<file path="config.mk">
export PLATFORM = sky130hd
export DESIGN_NAME = arb4_rr_32
export DESIGN_NICKNAME = d
export VERILOG_FILES = /design/src/rtl/arb4_rr_32.sv
export SDC_FILE = /design/constraint.sdc
export NUM_CORES = 1
export LEC_CHECK = 0
export CAP_MARGIN = 20
export CORE_MARGIN = 1
export CORE_UTILIZATION = 35
export CTS_CLUSTER_DIAMETER = 80
export DETAILED_ROUTE_END_ITERATION = 6
export GPL_TIMING_DRIVEN = 1
export PLACE_DENSITY = 0.83
export SLEW_MARGIN = 25
export SYNTH_ARGS = -nofsm -noshare
export SYNTH_HDL_FRONTEND = slang
export SYNTH_SLANG_ARGS = --single-unit
</file>
<file path="constraint.sdc">
create_clock -name clk -period 3.54 [get_ports clk]
set_input_delay 0.708 -clock clk [delete_from_list [all_inputs] [get_ports clk]]
set_output_delay 0.708 -clock clk [all_outputs]
set_load 0.005 [all_outputs]
</file>
<file path="src/rtl/arb4_rr_32.sv">
// arb4_rr_32 -- round-robin arbiter sharing one 32-bit resource among 4 requesters.
// The grant is held for as long as the owner keeps its request high. While the
// grant is held, the owner's data is registered onto sal.
// Every release costs one idle cycle before the next grant is issued.
//
// Optional feature: define ARB_TIMEOUT_EN to add a hold limit. When it is
// enabled, an owner is revoked after MAX_HOLD busy cycles if another requester
// is waiting.
//
// Ports:
//   clk    in   1   clock, rising edge
//   rst    in   1   synchronous reset, active-high
//   req    in   4   request per requester, held while the grant is used
//   e1..e4 in   32  data of requesters 0..3
//   gnt    out  4   one-hot grant, zero when idle
//   sel    out  2   index of current owner (mux select), zero when idle
//   sal    out  32  registered data of the owner
//   valid  out  1   sal holds owner data
module arb4_rr_32 #(
  parameter int unsigned MAX_HOLD = 16
) (
  input  logic        clk,
  input  logic        rst,
  input  logic [3:0]  req,
  input  logic [31:0] e1,
  input  logic [31:0] e2,
  input  logic [31:0] e3,
  input  logic [31:0] e4,
  output logic [3:0]  gnt,
  output logic [1:0]  sel,
  output logic [31:0] sal,
  output logic        valid
);

  localparam int unsigned NREQ = 4;
  localparam int unsigned IW   = 2;
  localparam int unsigned DW   = 32;

  typedef enum logic {
    IDLE = 1'b0,
    BUSY = 1'b1
  } state_t;

  state_t          state, state_n;
  logic [IW-1:0]   ptr, ptr_n;
  logic [IW-1:0]   sel_n;
  logic [NREQ-1:0] gnt_n;
  logic [DW-1:0]   sal_n;
  logic            valid_n;
  logic [DW-1:0]   owner_data;
  logic            found;
  logic [IW-1:0]   winner;
  logic            revoke_c;

  // A hold limit of zero has no meaning.
  if (MAX_HOLD == 0) begin : g_bad_hold
    $error("MAX_HOLD must be at least 1");
  end

`ifdef ARB_TIMEOUT_EN
  localparam int unsigned CW = $clog2(MAX_HOLD + 1);
  logic [CW-1:0] hold, hold_n;

  // Revoke on the busy cycle that completes MAX_HOLD while someone else waits.
  assign revoke_c = (hold == CW'(MAX_HOLD - 1)) && ((req & ~gnt) != '0);
`else
  assign revoke_c = 1'b0;
`endif

  // Rotating priority: the search starts just after the last owner.
  always_comb begin
    found  = 1'b0;
    winner = ptr;
    for (int unsigned i = 1; i <= NREQ; i++) begin
      if (!found && req[ptr + IW'(i)]) begin
        found  = 1'b1;
        winner = ptr + IW'(i);
      end
    end
  end

  // 4:1 data mux driven by the registered select.
  always_comb begin
    case (sel)
      2'd0:    owner_data = e1;
      2'd1:    owner_data = e2;
      2'd2:    owner_data = e3;
      default: owner_data = e4;
    endcase
  end

  // Next-state and next-output logic.
  always_comb begin
    state_n = state;
    ptr_n   = ptr;
    gnt_n   = gnt;
    sel_n   = sel;
    sal_n   = sal;
    valid_n = valid;
`ifdef ARB_TIMEOUT_EN
    hold_n  = hold;
`endif
    case (state)
      IDLE: begin
        gnt_n   = '0;
        sel_n   = '0;
        sal_n   = '0;
        valid_n = 1'b0;
        if (found) begin
          state_n = BUSY;
          gnt_n   = NREQ'(1) << winner;
          sel_n   = winner;
          ptr_n   = winner;
`ifdef ARB_TIMEOUT_EN
          hold_n  = '0;
`endif
        end
      end
      BUSY: begin
        // A revocation takes the same path as a release. ptr stays on the old owner.
        if (!req[sel] || revoke_c) begin
          state_n = IDLE;
          gnt_n   = '0;
          sel_n   = '0;
          sal_n   = '0;
          valid_n = 1'b0;
        end else begin
          sal_n   = owner_data;
          valid_n = 1'b1;
`ifdef ARB_TIMEOUT_EN
          if (hold != CW'(MAX_HOLD)) begin
            hold_n = hold + CW'(1);
          end
`endif
        end
      end
      default: state_n = IDLE;
    endcase
  end

  // State and output registers.
  always_ff @(posedge clk) begin
    if (rst) begin
      state <= IDLE;
      ptr   <= IW'(NREQ - 1);
      gnt   <= '0;
      sel   <= '0;
      sal   <= '0;
      valid <= 1'b0;
`ifdef ARB_TIMEOUT_EN
      hold  <= '0;
`endif
    end else begin
      state <= state_n;
      ptr   <= ptr_n;
      gnt   <= gnt_n;
      sel   <= sel_n;
      sal   <= sal_n;
      valid <= valid_n;
`ifdef ARB_TIMEOUT_EN
      hold  <= hold_n;
`endif
    end
  end

endmodule

</file>
-- Yosys cells after proc, flatten, opt, wreduce, memory -nomap -nowiden
Cells that the tools add are included.
- add/subtract/negate cells: 3
- shift-type cells: 1
- $lt $le $gt $ge: 5
- reductions and logical operators: 8
- bitwise operators: 1
- muxes and demuxes: 31
- equality and inequality tests: 3
- operators with widths (operator ; number):
    $pmux 32 s3 ; 1
    $pmux 32 s2 ; 1
    $mux 32 ; 1
    $lt 2x3->1 const B ; 5
    $mux 2 ; 6
    $mux 1 ; 11
    $bmux 1 s2 ; 5
    $mux 4 ; 2
    $pmux 4 s2 ; 1
    $add 2x2->2 const B ; 2
    $pmux 1 s2 ; 2
    $pmux 2 s2 ; 1
    $shl 1x2->4 const A ; 1
    $logic_and 1x1->1 ; 3
    $logic_not 1->1 ; 3
    $add 2x1->2 const B ; 1
    $eq 2x1->1 const B ; 1
    $eq 2x2->1 const B ; 1
    $logic_not 2->1 ; 1
    $ne 2x2->1 const B ; 1
    $reduce_and 2->1 ; 1
    $not 1->1 ; 1
- logic and storage cells: 58
- output and inout bits: 39
- input port bits: 134
- flip-flop bits (word level): 42

-- Logic depth before layout (Yosys ltp)
- depth in word-level cells: 16
- gate-level depth with buffers: 7
- mapped depth without buffers: 5

-- Worst setup path after synthesis
Ideal clock, no wire load.
- path kind: input -> register
- start point: input req[1]
- end point: register gnt[1]
- arrival: 1.582 ns
- data required time: 3.423 ns
- path buffers: 1
- library setup time: 0.117 ns
- cell stages on the path: 5
- setup slack: 1.841 ns
- path through: clkbuf_2 -> nand2_1 -> a21oi_1 -> or3_1 -> a32o_1
- longest elaborated chain between the ends: 15
- elaborated cells on any way between the ends: 28
- classes of those cells: eq/ne: 1; shift: 1; mux: 20; reduce/logical: 6
- RTL lines (item ; line ; text):
    start: declaration ; 24 ; input logic [3:0] req,
    $bmux 1 s2 ; 75 ; if (!found && req[ptr + IW'(i)]) begin
    $mux 1 (implied by the code) ; 75 ;
    $mux 1 ; 75 ;
    $logic_not 1->1 ; 75 ;
    $logic_and 1x1->1 ; 75 ;
    $mux 1 ; 75 ;
    $logic_not 1->1 ; 75 ;
    $logic_and 1x1->1 ; 75 ;
    $mux 1 ; 75 ;
    $logic_not 1->1 ; 75 ;
    $logic_and 1x1->1 ; 75 ;
    $mux 2 ; 75 ;
    $shl 1x2->4 ; 111 ; gnt_n = NREQ'(1) << winner;
    $mux 4 ; 109 ; if (found) begin
    $pmux 4 s2 ; 103 ; case (state)
    end signal: assignment ; 156 ; gnt <= gnt_n;
    end: declaration ; 29 ; output logic [3:0] gnt,
Several ways; a longest one is shown, not always the timed one. The select of a mux whose other input is x is not followed.
A chain may end at the register's enable or synchronous reset.

-- Final worst setup path
- start point: register sel[0]
- end point: output sel[0]
- RTL lines (item ; line ; text):
    start: declaration ; 30 ; output logic [1:0] sel,
    start signal: assignment ; 157 ; sel <= sel_n;
No word-level cell between the ends.

==> flow_summary.json <==
{
  "synth_top_family_by_area": "multiplexers",
  "setup_tns_ps": 0,
  "timing.slew.headroom_pct": 63.95,
  "io_buffers": 172,
  "wl_mm": 7.139,
  "p_leak_nw": 1.496,
  "hold_end": "gnt[3]",
  "cts_resized": 0,
  "grt_pass1_wl_mm": 11.46,
  "p_sw_share_pct": 25.00,
  "ant_nets": 0,
  "synth-edff-count": 0,
  "ys_warn_count": 0,
  "grt_usage_pct": 21.33,
  "cp_top_family": "flip-flops",
  "critPathRequiredTime_ps": 2830,
  "io_pins": 173,
  "vias": 2059,
  "synth_fa_ha_area_share_pct": 0,
  "clk_path_buf_depth": 2,
  "r2r_cells": 3,
  "antenna_found_initial": 0,
  "layout.cells.non_filler": 417,
  "ys_ff_latch": 42,
  "viasPerCell": 4.938,
  "place_congestion": 0.9963,
  "fmax_ghz": 0.4387,
  "end_kind": "primary output",
  "dp.cells": 409,
  "seq_area_frac_synth_pct": 36.54,
  "hold_viol": 0,
  "n_antenna_cell": 0,
  "p_sw_mw": 0.3587,
  "wl_per_cell_um": 17.12,
  "outcome": "complete, no violations",
  "core-area_um2": 6350,
  "powerDensity_nw_per_um2": 346.7,
  "ys_async_sr_fraction_pct": 0,
  "path_cells": "clkdlybuf4s50_1",
  "syn2layout_area_growth_pct": 79.83,
  "p_clk_share_pct": 25.9,
  "synth.top_cell.area_share_pct": 36.54,
  "mappedNetlistArea_um2": 2301,
  "netlist_top_cells_area": "dfxtp_1 (37%), mux4_2 (31%), and2_4 (10%)",
  "avgSynthCellArea_um2": 13.46,
  "die_x_um": 83.08,
  "synth_ff_type": "dfxtp_1",
  "clkLatencyLatePin_ps": 290,
  "grt_overflow": 0,
  "ir_worst_vdd_mv": 0.2463,
  "p_seq_share_pct": 38.7,
  "cts_setup_buffers": 0,
  "ctsHtreeMaxLevel": 2,
  "fin_area_um2": 4138,
  "numCtsBuffers": 5,
  "path_clk_slew_ps": 80,
  "cts_root_buf": "clkbuf_8",
  "cts_hold_buffers": 0,
  "drc": 0,
  "synth_nets": 305,
  "dp_hpwl_mm": 5.738,
  "slowest_delay_ps": 680,
  "final.period_utilization_pct": 64.39,
  "clock_sinks": 42,
  "worstPathMaxFanout": 16,
  "regToRegEndpoint": "sal[29]",
  "clock_skew_ps": 9.304,
  "post_dp_cell_area_um2": 4031,
  "whs_ps": 482.2,
  "synth-xor-area-share_pct": 0,
  "final_nets": 473,
  "crit_buf_inv": 1,
  "critPathSlowestCell": "dfxtp_2",
  "setup_viol": 0,
  "placementRows": 29,
  "ff2ff_setup_slack_ps": 1540,
  "dr.pass1.iters": 4,
  "worstMarginPinSlew_ps": 540.7,
  "critPathLaunchType": "flop",
  "critPathKind": "flop to primary output",
  "drive_above_1_share_pct": 21.76,
  "grt_max_degree": 38,
  "hold_class": "flop to flop",
  "fp.dieH_um": 83.08,
  "slew_viol_final": 0,
  "whs_path_depth": 1,
  "cp.arrival_ps": 1570,
  "start_util_pct": 36.24,
  "cts_tree": "built",
  "first_iter_violations": 102,
  "max_cap_violations": 0,
  "power_frac_comb_pct": 35.4,
  "layout_min_cycle_time_ps": 2279,
  "rsz0062_at_grt": "no",
  "synth_mux_area_share_pct": 32.41,
  "worstHoldStart": "gnt[3]",
  "synthDistinctLibCells": 40,
  "synth-simple-area-share_pct": 17.46,
  "synth.most_common_cell": "dfxtp_1",
  "synthCells": 171,
  "yosysTopAreaCell": "dfxtp_1",
  "synth_compound_gate_area_share_pct": 8.265,
  "r2r-start": "sel[0]",
  "dieArea_um2": 6902,
  "grt_pass1_vias": 2207,
  "synth_top_cells_by_count": "dfxtp_1 (42), mux4_2 (32), and2_4 (27), a21oi_1 (6), buf_6 (6)",
  "finalPower_mw": 1.435,
  "p_int_mw": 1.076
}
## metal layers
layer  vias up  wire length (um)  global-route usage (%)
li1        979                 -                       -
met5         -                 0                       0
met1       970              2806                   24.73
met2        93              3747                   38.23
met4         0               155                   6.740
met3        17               430                   5.567
## power by group through the flow
stage / combinational (mW) / clock [mW] / sequential [mW]
6_report: 0.508 / 0.371 / 0.555
2_1_floorplan: 0.282 / 0 / 0.547
3_3_place_gp: 0.503 / 0 / 0.565
4_1_cts: 0.512 / 0.382 / 0.556
5_1_grt: 0.541 / 0.402 / 0.563
3_5_place_dp: 0.510 / 0 / 0.567
## state kept, by name (all words and copies together) (netlist names)
name / cells
ptr: 2
valid: 1
gnt: 4
sel: 2
sal: 32
state: 1
## worst max path at each step
stage / start / end / slack (ps) / cells after the start
floorplan: req[1] / gnt[1] / 1840 / 5
global placement: req[1] / sal[16] / 1190 / 6
detailed placement: req[1] / sal[29] / 1180 / 6
CTS: sel[0] / sel[0] / 1220 / 1
global route: sel[0] / sel[0] / 1110 / 1
finish: sel[0] / sel[0] / 1260 / 1
## cells by family after synthesis
| kind of cell | Yosys count |
|---|---|
| buffers and inverters | 17 |
| AND/OR/NAND/NOR | 55 |
| AO/OA/AOI/OAI | 23 |
| multiplexers | 34 |
| flip-flops | 42 |
## stage by stage
step           worst slack, ps  util (%)
6_report                  1261     65.16
3_5_place_dp              1177     63.49
3_3_place_gp              1194     63.49
4_1_cts                   1217     65.16
5_1_grt                   1111     65.16
2_1_floorplan             1841         -
## cells in the final DEF (no fill, tap or decap), types with 3 or more instances in the layout
master and instances:
a21oi_1 6, and2_1 5, and2_4 27, clkbuf_8 5, clkdlybuf4s50_1 172, dfxtp_1 40, inv_1 3, mux4_2 32
nand2_1 5, nand2b_1 3, nor3b_1 3, o21ai_0 3
## cell type report
| type | count | area [um2] |
|---|---|---|
| Sequential cell | 42 | 843.3 |
| Tap cell | 77 | 96.34 |
| Clock buffer | 7 | 76.32 |
| Inverter | 4 | 17.52 |
| Clock inverter | 1 | 30.03 |
| Multi-Input combinational cell | 112 | 1338 |
| Timing Repair Buffer | 174 | 1737 |
| Fill cell | 508 | 2212 |
No activity file was read; power rests on OpenSTA's default activity.
